<file path="src/rtl/arbitro_estabelecidos_pkg.sv">
// arbitro_estabelecidos_pkg: shared state encoding, default widths and slice helper.
package arbitro_estabelecidos_pkg;
    localparam int DEF_ADDR_WIDTH = 8;
    localparam int DEF_DATA_WIDTH = 1;
    typedef enum logic {ST_ARB, ST_CLEAR} state_t;
    function automatic int slice_lo(input int k, input int w);
        return k * w;
    endfunction
endpackage

</file>
<file path="src/rtl/arbitro_rr.sv">
// arbitro_rr: one-hot grant picker; round-robin from a pointer, or fixed priority
// (lowest index wins, no pointer) when ARB_FIXED_PRIO_EN is defined.
module arbitro_rr #(
    parameter int NUM_REQ = 4,
    parameter int PW = (NUM_REQ > 1) ? $clog2(NUM_REQ) : 1
) (
    input  logic               clk,
    input  logic               rst_n,
    input  logic               en,
    input  logic [NUM_REQ-1:0] req,
    output logic [NUM_REQ-1:0] grant,
    output logic [PW-1:0]      idx
);
`ifdef ARB_FIXED_PRIO_EN
    logic unused_ok;
    assign unused_ok = &{1'b0, clk, rst_n, en};
    always_comb begin
        grant = '0;
        idx = '0;
        for (int i = 0; i < NUM_REQ; i++)
            if (grant == '0 && req[i]) begin
                grant[i] = 1'b1;
                idx = PW'(i);
            end
    end
`else
    logic [PW-1:0] ptr;
    always_comb begin
        grant = '0;
        idx = '0;
        for (int i = 0; i < NUM_REQ; i++)
            if (grant == '0 && req[(int'(ptr) + i) % NUM_REQ]) begin
                grant[(int'(ptr) + i) % NUM_REQ] = 1'b1;
                idx = PW'((int'(ptr) + i) % NUM_REQ);
            end
    end
    always_ff @(posedge clk or posedge rst_n)
        if (rst_n)
            ptr <= '0;
        else if (en && grant != '0)
            ptr <= (int'(idx) == NUM_REQ - 1) ? '0 : idx + 1'b1;
`endif
endmodule

</file>
<file path="src/rtl/arbitro_estabelecidos.sv">
// arbitro_estabelecidos: arbitrates the flag-memory write port among requesters and
// runs the clear sequence. Define ARB_FIXED_PRIO_EN for fixed-priority arbitration.
module arbitro_estabelecidos
    import arbitro_estabelecidos_pkg::*;
#(
    parameter int NUM_REQ    = 4,
    parameter int ADDR_WIDTH = DEF_ADDR_WIDTH,
    parameter int DATA_WIDTH = DEF_DATA_WIDTH,
    parameter int MEM_DEPTH  = 32
) (
    input  logic                          clk,
    input  logic                          rst_n,
    input  logic [NUM_REQ-1:0]            req_in,
    input  logic [NUM_REQ*ADDR_WIDTH-1:0] req_addr_in,
    input  logic [NUM_REQ*DATA_WIDTH-1:0] req_data_in,
    output logic [NUM_REQ-1:0]            ack_out,
    input  logic                          clear_in,
    output logic                          busy_out,
    output logic                          clear_done_out,
    output logic                          mem_we_out,
    output logic [ADDR_WIDTH-1:0]         mem_waddr_out,
    output logic [DATA_WIDTH-1:0]         mem_wdata_out
);
    localparam int PW = (NUM_REQ > 1) ? $clog2(NUM_REQ) : 1;

    state_t                state;
    logic [ADDR_WIDTH-1:0] cnt;
    logic [NUM_REQ-1:0]    grant;
    logic [PW-1:0]         gidx;
    logic                  arb_en;

    // a requester acked this cycle is masked so it cannot be re-granted back to back
    assign arb_en = state == ST_ARB && !clear_in;

    arbitro_rr #(.NUM_REQ(NUM_REQ), .PW(PW)) u_rr (
        .clk   (clk),
        .rst_n (rst_n),
        .en    (arb_en),
        .req   (arb_en ? req_in & ~ack_out : '0),
        .grant (grant),
        .idx   (gidx)
    );

    always_ff @(posedge clk or posedge rst_n)
        if (rst_n) begin
            state <= ST_ARB;
            cnt <= '0;
            ack_out <= '0;
            busy_out <= 1'b0;
            clear_done_out <= 1'b0;
            mem_we_out <= 1'b0;
            mem_waddr_out <= '0;
            mem_wdata_out <= '0;
        end else begin
            ack_out <= '0;
            clear_done_out <= 1'b0;
            mem_wdata_out <= '0;
            if (state == ST_ARB) begin
                busy_out <= clear_in;
                mem_we_out <= clear_in || grant != '0;
                mem_waddr_out <= (!clear_in && grant != '0) ?
                    req_addr_in[slice_lo(int'(gidx), ADDR_WIDTH) +: ADDR_WIDTH] : '0;
                if (clear_in) begin
                    state <= ST_CLEAR;
                    cnt <= '0;
                end else begin
                    ack_out <= grant;
                    mem_wdata_out <= (grant != '0) ?
                        req_data_in[slice_lo(int'(gidx), DATA_WIDTH) +: DATA_WIDTH] : '0;
                end
            end else if (cnt == ADDR_WIDTH'(MEM_DEPTH - 1)) begin
                state <= ST_ARB;
                cnt <= '0;
                busy_out <= 1'b0;
                clear_done_out <= 1'b1;
                mem_we_out <= 1'b0;
                mem_waddr_out <= '0;
            end else begin
                cnt <= cnt + 1'b1;
                mem_we_out <= 1'b1;
                mem_waddr_out <= cnt + 1'b1;
            end
        end
endmodule

</file>
<file path="config.mk">
export PLATFORM = sky130hd
export DESIGN_NAME = arbitro_estabelecidos
export DESIGN_NICKNAME = d
export VERILOG_FILES = /design/src/rtl/arbitro_estabelecidos_pkg.sv /design/src/rtl/arbitro_rr.sv /design/src/rtl/arbitro_estabelecidos.sv
export SDC_FILE = /design/constraint.sdc
export NUM_CORES = 1
export LEC_CHECK = 0
export CAP_MARGIN = 20
export CORE_MARGIN = 1.5
export CORE_UTILIZATION = 44
export DETAILED_ROUTE_END_ITERATION = 6
export PLACE_DENSITY = 0.76
export REMOVE_ABC_BUFFERS = 1
export SETUP_SLACK_MARGIN = 0.5
export SYNTH_ARGS = -nofsm -noshare
export SYNTH_HDL_FRONTEND = slang
export SYNTH_SLANG_ARGS = --single-unit
</file>
<file path="constraint.sdc">
create_clock -name clk -period 3.4 [get_ports clk]
set_clock_uncertainty 0.2 [all_clocks]
set_input_delay 0.68 -clock clk [delete_from_list [all_inputs] [get_ports clk]]
set_output_delay 0.68 -clock clk [all_outputs]
set_load 0.05 [all_outputs]
</file>
# Word-level counts from Yosys, hierarchy flattened
# Cells that the tools add are included.
dict set report op_classes {
  n_addsub 5
  n_mul 0
  div 0
  n_lt_le_gt_ge 8
  eq_ne 3
  n_shift 2
  muxes 47
  bitwise 9
  reduce_logical 20
}
# cell count
set ops {}
lappend ops {{$mux 8} 5}
lappend ops {{$shiftx 32x6->8} 1}
lappend ops {{$mux 4} 7}
lappend ops {{$mux 1} 22}
lappend ops {{$logic_not 4->1} 3}
lappend ops {{$lt 3x4->1 const B} 3}
lappend ops {{$or 4x4->4} 3}
lappend ops {{$logic_and 1x1->1} 10}
lappend ops {{$mux 2} 5}
lappend ops {{$ge 3x1->1 const B} 3}
lappend ops {{$add 8x1->8 const B} 1}
lappend ops {{$bmux 1 s2} 4}
lappend ops {{$demux 1 s2} 4}
lappend ops {{$eq 8x5->1 const B} 1}
lappend ops {{$reduce_or 2->1} 3}
lappend ops {{$add 2x1->2 const B} 2}
lappend ops {{$add 2x2->2 const B} 2}
lappend ops {{$and 4x4->4} 1}
lappend ops {{$not 4->4} 1}
lappend ops {{$reduce_bool 4->1} 1}
lappend ops {{$shiftx 4x3->1} 1}
lappend ops {{$and 1x1->1 const A} 3}
lappend ops {{$lt 2x3->1 const B} 1}
lappend ops {{$eq 2x1->1 const B} 1}
lappend ops {{other kinds (6)} 6}
dict set report totals {
  ff_bits 27
  latch_bits 0
  ramBits 0
  mem_bits_ro 0
  in_bits 43
  out_inout_bits 16
  elab_cells 103
  n_memories 0
}

# Longest topological paths before layout
# Gate-level depths: netlist of run 1.
dict set report logic_depth {
  word_depth 19
  depth_mapped 13
  ltp_nobuf 11
}

# Cells and area by module
# A second synthesis of run 1 with hierarchy kept.
dict set report unflattened {
  cells_unflattened 201
  area_unflattened_um2 2112.0
}
# mod instances cells_per_inst area_per_inst_um2 seq_area_each_um2
set modules_own_cells {}
lappend modules_own_cells {arbitro_estabelecidos 1 118 1403.8 625.6}
lappend modules_own_cells {arbitro_rr 1 83 708.2 50.0}

# Worst setup path after synthesis of run 1
# OpenSTA, ideal clock, no wires.
dict set report synth_timing {
  path_kind {input to register}
  startpoint {input clear_in}
  endpoint {register mem_wdata_out}
  setup_ps 119
  t_arrival_ps 3083
  required_ps 3081
  path_slack_ps -2
  stages 9
  path_buffers 0
  path_cell_list {nor4b_1 mux4_1 o21ai_1 a311o_2 a21oi_2 o211ai_4 nand2_4 mux4_2 and2_1}
}
dict set report synth_via {
  elab_chain_len 19
  word_cells_on_any_way 36
  cone_classes {shift: 1; mux: 23; bitwise: 3; reduce/logical: 9}
}
# element line
set synth_lines {}
lappend synth_lines {{from (decl)} arbitro_estabelecidos.sv:17} ;# input logic clear_in,
lappend synth_lines {{$logic_not 1->1} arbitro_estabelecidos.sv:33} ;# assign arb_en = state == ST_ARB && !clear_in;
lappend synth_lines {{$logic_and 1x1->1} arbitro_estabelecidos.sv:33}
lappend synth_lines {{$mux 4} arbitro_estabelecidos.sv:39} ;# .req (arb_en ? req_in & ~ack_out : '0),
lappend synth_lines {{$bmux 1 s2} arbitro_rr.sv:32} ;# if (grant == '0 && req[(int'(ptr) + i) % NUM_REQ]) begin
lappend synth_lines {{$mux 1 (implied by the code)} arbitro_rr.sv:32}
lappend synth_lines {{$mux 4} arbitro_rr.sv:32}
lappend synth_lines {{$logic_not 4->1} arbitro_rr.sv:32}
lappend synth_lines {{$logic_and 1x1->1} arbitro_rr.sv:32}
lappend synth_lines {{(+3 left out)} -}
lappend synth_lines {{$mux 4} arbitro_rr.sv:32}
lappend synth_lines {{$logic_not 4->1} arbitro_rr.sv:32}
lappend synth_lines {{$logic_and 1x1->1} arbitro_rr.sv:32}
lappend synth_lines {{$mux 2 / $mux 4 (equally long branches)} arbitro_rr.sv:32}
lappend synth_lines {{$shiftx 4x3->1 / $reduce_bool 4->1 (equally long branches)} {arbitro_estabelecidos.sv:69, arbitro_estabelecidos.sv:68}}
lappend synth_lines {{$mux 1} arbitro_estabelecidos.sv:68} ;# mem_wdata_out <= (grant != '0) ?
lappend synth_lines {{$mux 1 *} arbitro_estabelecidos.sv:63} ;# if (clear_in) begin
lappend synth_lines {{$mux 1 *} arbitro_estabelecidos.sv:58} ;# if (state == ST_ARB) begin
lappend synth_lines {{to (signal assigned)} arbitro_estabelecidos.sv:68}
lappend synth_lines {{to (decl)} arbitro_estabelecidos.sv:22} ;# output logic [DATA_WIDTH-1:0] mem_wdata_out
# Mark *: on every way between the ends. The rest lies on a longest branch, timed or not. The select of a mux whose other input is x is not followed.
# A chain may end at the register's enable or synchronous reset.

# Final worst setup path of run 1
# Same ends and word-level chain as after synthesis.

==> results of run 1 <==
==> cell usage after synthesis (all sizes together), types with 3 or more instances <==
cell	n
buf	3
ha	9
clkbuf	4
nor2	17
nand4	3
mux4	3
nor4b	4
mux2i	17
o22ai	3
o221ai	9
o21ai	13
dfrtp	27
nand3	8
nand2	30
a21oi	8
inv	10
o211ai	5
a311oi	3
xnor2	5
nor2b	3
==> cell type report <==
| cell class | count | area, um^2 |
|---|---|---|
| Clock buffer | 3 | 41.3 |
| Clock inverter | 1 | 7.51 |
| Fill cell | 353 | 1210 |
| Inverter | 10 | 37.5 |
| Multi-Input combinational cell | 185 | 1690 |
| Sequential cell | 27 | 677 |
| Tap cell | 67 | 83.8 |
| Timing Repair Buffer | 115 | 1040 |
==> sequential cells by signal, indices dropped and copies added, names as in the netlist <==
register	flops
ack_out	4
busy_out	1
clear_done_out	1
cnt	8
mem_waddr_out	8
mem_wdata_out	1
mem_we_out	1
state	1
u_rr.ptr	2
==> routing by layer <==
metal / up-vias / wire, um
met5: - / 0
met4: 0 / 38
met3: 4 / 461
met2: 96 / 3580
met1: 1206 / 3350
li1: 1109 / -
==> critical path: cells and delay by family <==
family / cells / cell delay, ns
and+or+nand+nor: 4 / 0.93
AOI/OAI and AO/OA: 4 / 0.77
buffers and inverters: 3 / 0.44
muxes: 1 / 0.41
==> power groups by stage <==
stage / logic, mW / registers (mW) / clock network (mW)
6_report: 1.62 / 0.527 / 0.185
2_1_floorplan: 0.677 / 0.735 / 0
3_5_place_dp: 1.40 / 0.527 / 0
4_1_cts: 1.51 / 0.524 / 0.192
3_3_place_gp: 1.39 / 0.519 / 0
5_1_grt: 1.71 / 0.542 / 0.201
==> placed cells by master (no fill, tap or decap), types with 5 or more instances in the layout <==
master	n
o221ai_1	7
ha_1	5
clkdlybuf4s50_1	53
inv_1	8
o21ai_0	7
nor2_1	12
buf_4	47
dfrtp_1	26
mux2i_1	13
nand3_1	7
buf_6	9
nand2_1	27
==> cell families after synthesis <==
logic type	synth area share (%)
adders and majority gates	5.06
buffers and inverters	3.60
DFF	30.4
and+or+nand+nor	19.9
AOI/OAI and AO/OA	26.8
muxes	11.6
xor gates and xnor gates	2.76
==> final timing paths <==
| kind | from | endpoint | slack (ns) |
|---|---|---|---|
| worst max-delay path | clear_in | mem_wdata_out | 0.13 |
| worst min-delay path | busy_out | busy_out | 0.30 |
| worst max register to register | state | mem_wdata_out | 0.16 |
| worst min register to register | busy_out | busy_out | 0.30 |
| max in group asynchronous | rst_n | state | 2.15 |
| min in group asynchronous | rst_n | ack_out[0] | 0.58 |
==> metrics by stage <==
| step | cells | hold slack (ns) | cell area [um^2] | util, % |
|---|---|---|---|---|
| 4_1_cts | 404 | 0.312 | 3480 | 72.7 |
| 6_report | 408 | 0.303 | 3580 | 74.7 |
| 3_3_place_gp | 394 | 0.280 | 3200 | 66.8 |
| 2_1_floorplan | 222 | 0.286 | 2180 | - |
| 5_1_grt | 408 | 0.326 | 3580 | 74.7 |
| 3_5_place_dp | 394 | 0.289 | 3200 | 66.8 |
==> what timing repair did <==
item	4_1_cts	5_1_grt
endpoints found under the setup margin	16	15
resized for setup	58	20
setup buffers	6	4
pin swaps	21	10
hold buffers	0	0
==> results.txt, run 1 <==
- Run status: finished clean
- VDD sags by at most 0.439 mV.
* Setup TNS after final layout: 0 ns
- Number of rows created at floorplan: 25
- Clock-pin slew was measured on the worst setup and hold paths at 0.09 ns.
* Number of violations reported at the end of detailed-routing iteration 0: 168
- In this run the most used layer during global routing was met2.
* Die boundary width: 74.1 um
* Count of antenna-violating nets left after detailed routing: 0
- Total clock sinks: 27
- Delay of the slowest cell on the worst path: 0.55 ns
- Fmax: 306 MHz
- The analysis attributes to net switching a power of between 1 and 1.5 mW.
- Walking the worst path, the cells encountered are buf_8 -> or4b_4 -> o22ai_4 -> o21ai_4 -> a32oi_2 -> buf_4 -> nand4_4 -> buf_6 -> o211ai_4 -> nand2_4 -> mux4_2 -> and2_1.
- Setup repair after global routing missed its margin: true
- Total routing usage reported by global routing: 26.6%
- Maximum buffer depth of the clock tree: 2
* Number of clock buffers inserted by TritonCTS: 3
- In the final routed layout, each cell accounts on average for 18.2 um.
- Total of endpoints with negative setup slack in the final report: 0
- For this run, the detailed router's first-pass iteration total came to 4.
* Initial core utilization: 46.5%
- Of the cells placed in the final design, the portion with a size suffix greater than 1 is 35.2%.
- Category of the worst setup path capture point: register
- Area growth from synthesis to final layout: 60.7%
* Setup slack after placement: -0.582 ns
* Global routing usage on met2: 42.7%
* Cell internal pwr: 1.22 mW
- After detailed routing, the total wire length is 7420 um.
- Leakage power summed over all cells: 1.54 nW
- Measured slew at the worst slew-check pin: 0.514 ns
* Antenna diode count: 0
- # port buffers: 58
- In this run the worst path has a maximum fanout of 5.
* Cell depth of the worst min-delay path: 1
* CTS tree: yes
- The clock network accounts for approximately 8.0% of the total power.
- After detailed routing, the number of vias per cell comes to 5.92.
* Power per cell area: roughly 650 nW/um^2
* Met1 Usage GRT: 39.2%
- Measured against its own limit, the worst slew margin works out to 65.7%.
- The worst setup path is launched from a primary input.
- A synthesized cell averages ~9.7 um^2.
- Time the final worst path needs with I/O delays and setup: 3.27 ns
- The worst register-to-register path has a depth of 10.
- The initial antenna violation count was 0.
* Residual DRC: 0
- Total power: 2.33 mW
- Clock root buffer: clkbuf_8
- Wire length of the first global-routing pass: about 11000 um
- Entering global routing, the biggest net connects 28 pins.
* Cell with the biggest individual delay on the critical path: or4b_4
- The final route contains 2415 vias.
- During I/O placement, the number of pins put on the boundary was 59.
- Dominant register cell in the synthesized netlist: dfrtp_1
- At the worst endpoint, the required time is 3.37 ns.
- Worst Path Class, Setup: in2reg
* Library cell with the largest summed area after synthesis: dfrtp_1
- Vias in the first global route: 2241
* Post-synthesis instance total: 229
- Final global-route overflow total: 0
- CTS built an H-tree with a depth of 1.
- For this run, global-route usage on met3 was measured as 3.12%.
- In this run the biggest area consumer among cell types represents a little under a third of the synthesized area.
* Top area cells in the synthesized netlist: dfrtp_1 30%, mux2i_1 7.2%, ha_1 5.1%, nand2_1 4.9%, o221ai_1 3.5%
- Clock insertion delay at the later pin of the skew report: 0.27 ns
- Proportion of power drawn by combinational gates: 69.4%
- The net count of the finished layout is 394.
- The die covers 5490 um^2.
- Max-cap violations: 0
- Yosys mapped a number of flops with a built-in enable equal to 0.
- Final Slew Violations: 0
* Seq pwr share: 22.6%
* Vert. Die Dim: 74.1 um
* Seq cells post-synth: 27
* Warning count from the yosys run: 0
- In this run switching power makes up between 40% and 50% of total power.
- Area of the mapped netlist: 2220 um^2
- Period Utilization, post-route: 96.2%
- In this run, distinct cell masters in the synthesized netlist total 66.
* Crit path setup slack, layout: 0.129 ns
* CORE AREA: 4790 um^2
- The worst hold path belongs to the class reg2reg.
- The final-report hold violation count came to 0.
- STA puts the critical path data arrival time at 3.24 ns.
- Sequential share of the synthesized area: 30.4%
* Share of flip-flops with an asynchronous set or reset: 100%
- After legalization and detailed placement, the total HPWL measured around 5400 um.
- The congestion estimate from routability-driven global placement came to approximately 0.91.
Note: power is estimated with default switching activity, not from simulation.
==> inputs of run 2 (changes only) <==
--- a/config.mk
+++ b/config.mk
@@ -7,9 +7,10 @@
 export LEC_CHECK = 0
 export CAP_MARGIN = 20
 export CORE_MARGIN = 1.5
-export CORE_UTILIZATION = 44
+export CORE_UTILIZATION = 46
+export CTS_BUF_LIST = sky130_fd_sc_hd__clkbuf_4
 export DETAILED_ROUTE_END_ITERATION = 6
-export PLACE_DENSITY = 0.76
+export PLACE_DENSITY = 0.79
 export REMOVE_ABC_BUFFERS = 1
 export SETUP_SLACK_MARGIN = 0.5
 export SYNTH_ARGS = -nofsm -noshare
==> results.txt, run 2 (synthesis gave the netlist of run 1 again) <==
- Run status: finished clean
- CORE AREA: 4690 um^2 (-2.0%)
* Total via count in the routed design: 2506 (+3.8%)
- In the layout the commonest cells are 56 x buf_4, 53 x clkdlybuf4s50_1, 26 x nand2_1, 26 x dfrtp_1, 13 x mux2i_1.
* Maximum buffer depth of the clock tree: 2 (unchanged)
- The largest voltage drop on the vdd net was 0.356 mV (-19%).
- The share of final-layout standard cells stronger than drive strength 1 came to 37.0% (+1.8 points).
* Total clock sinks: 27 (unchanged)
* Setup slack after placement: -0.578 ns (+0.00450 ns)
- Total of endpoints with negative setup slack in the final report: 0 (unchanged)
- Power per cell area: 640 nW/um^2 (-1.7%)
- The post-layout utilization of the core came to 77.4% (+2.6 points).
- Vias per inst: 6.22 (+5.1%)
* Worst Path Class, Setup: in2reg
* Die area: 5260 um^2 (-4.2%)
- The H-tree depth reported by CTS is 1 (unchanged).
- The final-report hold violation count is 0 (unchanged).
- The clock latency on the worst-skew pair is 0.33 ns (+0.06 ns).
- Antenna diode count: 0 (unchanged)
- The transition time at the pin with the least slew margin came to 0.793 ns (+0.279 ns).
- The top-level I/O count came to 59 (unchanged).
- Ordered list of cells on the worst path: buf_2 -> or4b_4 -> o22ai_4 -> o21ai_4 -> a32oi_4 -> nand4_4 -> buf_6 -> o311ai_4 -> nand4_4 -> buf_6 -> a21o_1 -> o221ai_2
- Number of violations reported at the end of detailed-routing iteration 0: 201 (+20%)
* Final GP Congestion: 0.883 (-2.8%)
* Final global-route overflow total: 0 (unchanged)
- The number of nets at the end of the flow is 402 (+2.0%).
* Vias in the first global route: 2317 (+3.4%)
- The effective utilization at floorplan was 47.4% (+0.93 points).
- In the final layout, the registers with the most flip-flops are cnt (8), mem_waddr_out (8), ack_out (4).
- The count of maximum capacitance violations was 0 (unchanged).
* Setup TNS after final layout: 0 ns (unchanged)
- STA classifies the critical path endpoint as a register.
* Number of iterations in the first detailed-routing pass: 7 (+3)
- The HPWL after detailed placement came to 5440 um (+0.43%).
- From synthesis to final layout, the design area changed by 63.2%.
- The width of the die was 72.5 um (-2.1%).
- The average wire length per cell after detail routing was 19.6 um (+7.8%).
- Fmax: 303 MHz (-0.98%)
- The worst stage delay on the critical path is 0.56 ns (about the same).
- Initial antenna violation count: 0 (unchanged)
- The library cell used most frequently in the layout, excluding fill and tap cells, is buf_4.
- The required time of the critical path is 3.47 ns (+0.10 ns).
- Crit path setup slack, layout: 0.0969 ns (-0.0325 ns)
* Vert. Die Dim: 72.5 um (-2.1%)
* Filler instances: 291 (-18%)
- The total detailed-routing wirelength came to 7900 um (+6.5%).
- The final instance count without filler cells is 403 (-1.2%).
- Time the final worst path needs with I/O delays and setup: 3.30 ns (+0.0325 ns)
- The number of clock buffers inserted by TritonCTS is 3 (unchanged).
- The DRC violation count after routing came to 0 (unchanged).
- Final Slew Violations: 0 (unchanged)
- Clock root buffer: clkbuf_4
- The wire length of the first global-routing pass is 11400 um (+2.1%).
* # port buffers: 58 (unchanged)
- Leakage power summed over all cells: 1.56 nW (+1.3%)
- Count of antenna-violating nets left after detailed routing: 0 (unchanged)
- CTS tree: yes
- Pin count of the biggest net entering global routing: 28 (unchanged)
- The worst hold path belongs to the class reg2reg.
- The worst slew margin relative to its limit came to 46.4% (-19 points).
- The data arrival time of the critical path is 3.37 ns (+0.13 ns).
* Crit path max fanout: 6 (+1)
- Cell with the biggest individual delay on the critical path: or4b_4
- Total routing usage reported by global routing: 27.8% (+1.2 points)
- STA classifies the critical path startpoint as a primary input.
- The number of hold-repair buffers added at the cts stage came to 0 (unchanged).
- The ratio of final minimum period to clock period came to 97.1% (+0.96 points).
- Setup repair after global routing could not meet its margin everywhere.
- Placed cells: 386 (-2.0%)
- The clock input transition at the sequential cells of the worst setup and hold paths came to 0.16 ns (+0.07 ns).
* Number of rows created at floorplan: 25 (unchanged)
[run 2: area by class of cell]
type,count,area [um^2],area share (%)
Clock inverter,1,7.51,0.207
Multi-Input combinational cell,185,1720,47.5
Clock buffer,3,22.5,0.620
Timing Repair Buffer,123,1090,30.1
Tap cell,54,67.6,1.86
Inverter,10,37.5,1.03
Sequential cell,27,677,18.6
[run 2: path summary, 6_finish.rpt]
check,start,endpoint,slack [ns],cells after the start
min in group asynchronous,rst_n,ack_out[0],0.49,3
min,busy_out,busy_out,0.33,1
min reg2reg,busy_out,busy_out,0.33,1
max reg2reg,state,mem_waddr_out[5],0.12,11
max,clear_in,mem_waddr_out[5],0.1,12
max in group asynchronous,rst_n,state,2.24,3
[run 2: critical path: cells and delay by family]
| kind | cells | cell delay, ns |
|---|---|---|
| compound gates | 6 | 1.31 |
| simple gates | 3 | 0.90 |
| buf+inv | 3 | 0.48 |
[run 2: per-stage QoR]
| stage | power, mW | hold WS, ns | instance area [um^2] |
|---|---|---|---|
| 4_1_cts | 2.15 | 0.335 | 3380 |
| 3_5_place_dp | 1.94 | 0.301 | 3220 |
| 3_3_place_gp | 1.91 | 0.279 | 3220 |
| 2_1_floorplan | 1.41 | 0.286 | 2180 |
| 6_report | 2.32 | 0.327 | 3630 |
| 5_1_grt | 2.45 | 0.354 | 3630 |
[run 2: what timing repair did]
item,CTS,global route
endpoints found under the setup margin,16,15
setup buffers,4,9
gates resized for setup,31,39
pin swaps,12,17
[run 2: routing by layer]
metal  up-vias  part of all wire (%)  GRT usage [%]
met3        12                   7.5           3.06
met2       129                    49           45.2
met1      1234                    42           39.2
met4         0                   1.6           7.97
li1       1131                     -              -
met5         -                     0              0
[run 2: where the power goes]
group / switching [mW] / total [mW] / leakage, nW / internal (mW)
logic: 0.933 / 1.63 / 1.21 / 0.700
registers: 0.108 / 0.540 / 0.335 / 0.431
clock network: 0.106 / 0.151 / 0.0139 / 0.0451
total: 1.15 / 2.32 / 1.56 / 1.18
==> inputs of run 3 (changes only) <==
--- a/config.mk
+++ b/config.mk
@@ -5,12 +5,13 @@
 export SDC_FILE = /design/constraint.sdc
 export NUM_CORES = 1
 export LEC_CHECK = 0
+export ABC_AREA = 1
 export CAP_MARGIN = 20
 export CORE_MARGIN = 1.5
 export CORE_UTILIZATION = 46
 export CTS_BUF_LIST = sky130_fd_sc_hd__clkbuf_4
 export DETAILED_ROUTE_END_ITERATION = 6
-export PLACE_DENSITY = 0.79
+export PLACE_DENSITY = 0.8
 export REMOVE_ABC_BUFFERS = 1
 export SETUP_SLACK_MARGIN = 0.5
 export SYNTH_ARGS = -nofsm -noshare
==> results.txt, run 3 <==
- The flow ran to the end, but the final reports show violations.
* Violations in the final reports: DRC
- The worst setup path is captured at a register.
- The mapped cell area was 2200 um^2 (-0.90%).
* Final GP Congestion: 0.925 (+4.8%)
* Share of flip-flops with an asynchronous set or reset: 100% (unchanged)
- CTS tree: yes
- The clock latency on the worst-skew pair was 0.35 ns (+0.02 ns).
* Count of antenna-violating nets left after detailed routing: 0 (unchanged)
- The transition time at the pin with the least slew margin is 0.538 ns (-0.255 ns).
* Crit-path most repeated cell: nand3_2
- Dominant register cell in the synthesized netlist: dfrtp_1
* Number of gates on the worst path with buffers counted: 17 (+5)
- The final critical delay including setup and external delays was 3.24 ns (-0.0626 ns).
- Walking the worst path, the cells encountered are buf_6 -> inv_8 -> ha_4 -> o31ai_4 -> nand3_2 -> nand2_2 -> nor2_4 -> nand3_2 -> nand3_4 -> nor2_8 -> buf_6 -> nand3_4 -> buf_16 -> nand3_2 -> nand3_2 -> nand3_2 -> nand2_1.
* Most repeated cell in the gate-level netlist after synthesis: nand3_1
- The effective utilization at floorplan came to 47.3% (-0.11 points).
* Setup repair after global routing missed its margin: true
- The via density per instance was 6.24 (+0.35%).
- The total global routing track utilization was 33.8% (+6.0 points).
- The post-synthesis cell count is 290 (+27%).
- The tree is rooted in a clkbuf_4.
* Max-cap violations: 0 (unchanged)
* Commonest non-fill, non-tap cell in the layout: nand3_2
* Kind of launch point of the worst setup path: register
- Most used cells in the layout excluding fill and tap cells: 56 x nand3_2, 53 x clkdlybuf4s50_1, 47 x buf_4
- Rel. slew slack: 64.0% (+18 points)
- dfrtp_1 takes more of the synthesized area than any other cell.
- Ranking of synthesized cells by instance count: 75 x nand3_1, 43 x nand2_1, 39 x inv_1
* CP Buf/Inv Count: 4 (+1)
- The max-slew violation count is 0 (unchanged).
- The share of final-layout standard cells stronger than drive strength 1 is 50.6% (+14 points).
* Placed cells: 418 (+8.3%)
- Post-Place Cell Area: 2970 um^2 (-7.9%)
- The largest registers in the layout are cnt (8), mem_waddr_out (8), ack_out (4).
- The site row count is 25 (unchanged).
- Number of H-tree branching levels: 1 (unchanged)
* Detailed Route WL: 10700 um (+36%)
- Total I/O pin count: 59 (unchanged)
* Delay of the slowest cell on the worst path: 0.49 ns (-0.07 ns)
* Warning count from the yosys run: 0 (unchanged)
- DP Wirelength: 4710 um (-13%)
- Antenna diode count: 0 (unchanged)
- The maximum buffer depth of the clock tree was 2 (unchanged).
- Total of endpoints with negative setup slack in the final report: 0 (unchanged)
* R2R depth: 17 (+6)
- The area of the die came to 5220 um^2 (-0.85%).
- The number of clock sinks came to 27 (unchanged).
- Compared with the post-synthesis result, the final layout area differs by 84.5%.
* Data required time at the worst endpoint: 3.46 ns (about the same)
- The wire length of the first global-routing pass was 13500 um (+19%).
* Seq cells post-synth: 27 (unchanged)
- Crit path max fanout: 7 (+1)
- Worst Path Class, Setup: reg2reg
* CORE AREA: 4660 um^2 (-0.67%)
- In the post-synthesis netlist, the biggest area contributors are dfrtp_1 31%, nand3_1 17%, nand2_1 7.3%, inv_1 6.6%, nand2_2 5.4%.
- The final design area excluding fillers is 4070 um^2 (+12%).
- The die extent in y came to 72.2 um (-0.43%).
- Class of the tightest hold or removal check: reg2reg
- Fmax: 309 MHz (+1.9%)
* Count of placed standard cells in the final layout, fillers left out: 471 (+17%)
- The average wire length per cell after detail routing is 22.7 um (+16%).
- Number of clock buffers inserted by TritonCTS: 3 (unchanged)
* Final hold viol count: 0 (unchanged)
- The number of DRC violations after detailed-routing iteration 0 is 286 (+42%).
- Final global-route overflow total: 0 (unchanged)
- The clock input transition at the sequential cells of the worst setup and hold paths is 0.17 ns (about the same).
* Residual DRC: 2 (+2)
- Vias in the first global route: 2769 (+20%)
- The iteration count of the initial detailed-routing pass is 7 (unchanged).
- The largest net degree at the start of global routing was 28 (unchanged).
* # port buffers: 58 (unchanged)
- Mean post-synth cell area: 7.60 um^2 (-22%)
- The number of vias in the routed layout was 2939 (+17%).
- The initial antenna violation count is 0 (unchanged).
- The count of different cell masters after synthesis is 31 (-53%).
* Share of the synthesized area in the top cell type: 30.6% (+0.28 points)
- Sequential share of the synthesized area: 30.6% (+0.28 points)
- Period Utilization, post-route: 95.3% (-1.8 points)
- CP delay by family, top: simple AND/OR/NAND/NOR gates
* Cell depth of the worst min-delay path: 2 (+1)
* Count of nets after finishing: 470 (+17%)
* Cell with the biggest individual delay on the critical path: o31ai_4
* Die boundary width: 72.2 um (-0.43%)
- Signal arrival time at the worst endpoint: 3.30 ns (-0.07 ns)
- The number of enable flip-flop cells after synthesis is 0 (unchanged).
## run 3: cell count changes in the layout (fill, tap and decap cells not counted), sizes merged, moves of 7 or more
cell / previous run / this run
nand3: 8 / 87
nand2: 30 / 71
inv: 10 / 42
mux2i: 17 / 0
o221ai: 9 / 0
nor2: 17 / 24
o21ai: 13 / 20
## run 3: cell type report
| class | instances | area (um^2) |
|---|---|---|
| timing repair buffer | 123 | 1220 |
| clock inverter | 1 | 7.51 |
| multi-input combinational | 220 | 1900 |
| tap | 54 | 67.6 |
| inverter | 43 | 179 |
| fill | 198 | 593 |
| sequential | 27 | 677 |
| clock buffer | 3 | 22.5 |
## run 3: repair_timing
item,CTS,global route
resized for setup,66,82
hold buffers,0,0
setup buffers,33,9
cloned,6,1
endpoints found under the setup margin,12,16
pin swaps,20,57
## run 3: cell families (layout without fill, tap and decap cells)
group / Yosys count / count (layout) / share of synthesized area [%]
AOI/OAI and AO/OA: 24 / 25 / 7.78
adders and majority gates: 9 / 9 / 5.11
DFF: 27 / 27 / 30.6
xor gates and xnor gates: 1 / 1 / 0.397
and+or+nand+nor: 181 / 185 / 45.9
buffers and inverters: 48 / 170 / 10.2
## run 3: routing by layer
metal | vias up | global-route usage (%) | part of all wire [%]
met5 | - | 0 | 0
met1 | 1412 | 43.0 | 38
li1 | 1216 | - | -
met3 | 56 | 4.72 | 9.8
met2 | 255 | 55.9 | 47
met4 | 0 | 17.8 | 5.2
## run 3: per-stage QoR
| stage | util (%) | hold slack, ns | setup TNS, ns | setup slack [ns] |
|---|---|---|---|---|
| final | 87.3 | 0.353 | 0 | 0.160 |
| after global routing | 87.3 | 0.414 | 0 | 0.0804 |
| after CTS | 77.2 | 0.357 | 0 | 0.472 |
| after detailed placement | 63.6 | 0.323 | -1.91 | -0.222 |
| after global placement | 63.6 | 0.294 | -1.00 | -0.123 |
| after floorplan | - | 0.296 | 0 | 0.272 |
## run 3: path summary, 6_finish.rpt
path / slack (ns) / startpoint / endpoint
worst min-delay path: 0.35 / busy_out / busy_out
min in group asynchronous: 0.49 / rst_n / busy_out
worst max register to register: 0.16 / u_rr.ptr[0] / mem_waddr_out[1]
max in group asynchronous: 2.21 / rst_n / state
worst max-delay path: 0.16 / u_rr.ptr[0] / mem_waddr_out[1]
worst min register to register: 0.35 / busy_out / busy_out
## run 3: worst register-to-register path, stage by stage, from the launching register on
cell and delay (ns):
dfrtp_1 0.44, buf_6 0.14, inv_8 0.04, ha_4 0.17
o31ai_4 0.49, nand3_2 0.20, nand2_2 0.17, nor2_4 0.04
nand3_2 0.10, nand3_4 0.10, nor2_8 0.18, buf_6 0.12
nand3_4 0.19, buf_16 0.23, nand3_2 0.08, nand3_2 0.07
nand3_2 0.10, nand2_1 0.08
Power of run 3 is left out: the tool's default activity adds up to more than one toggle a clock period on the data nets, which glitch-free logic cannot reach.
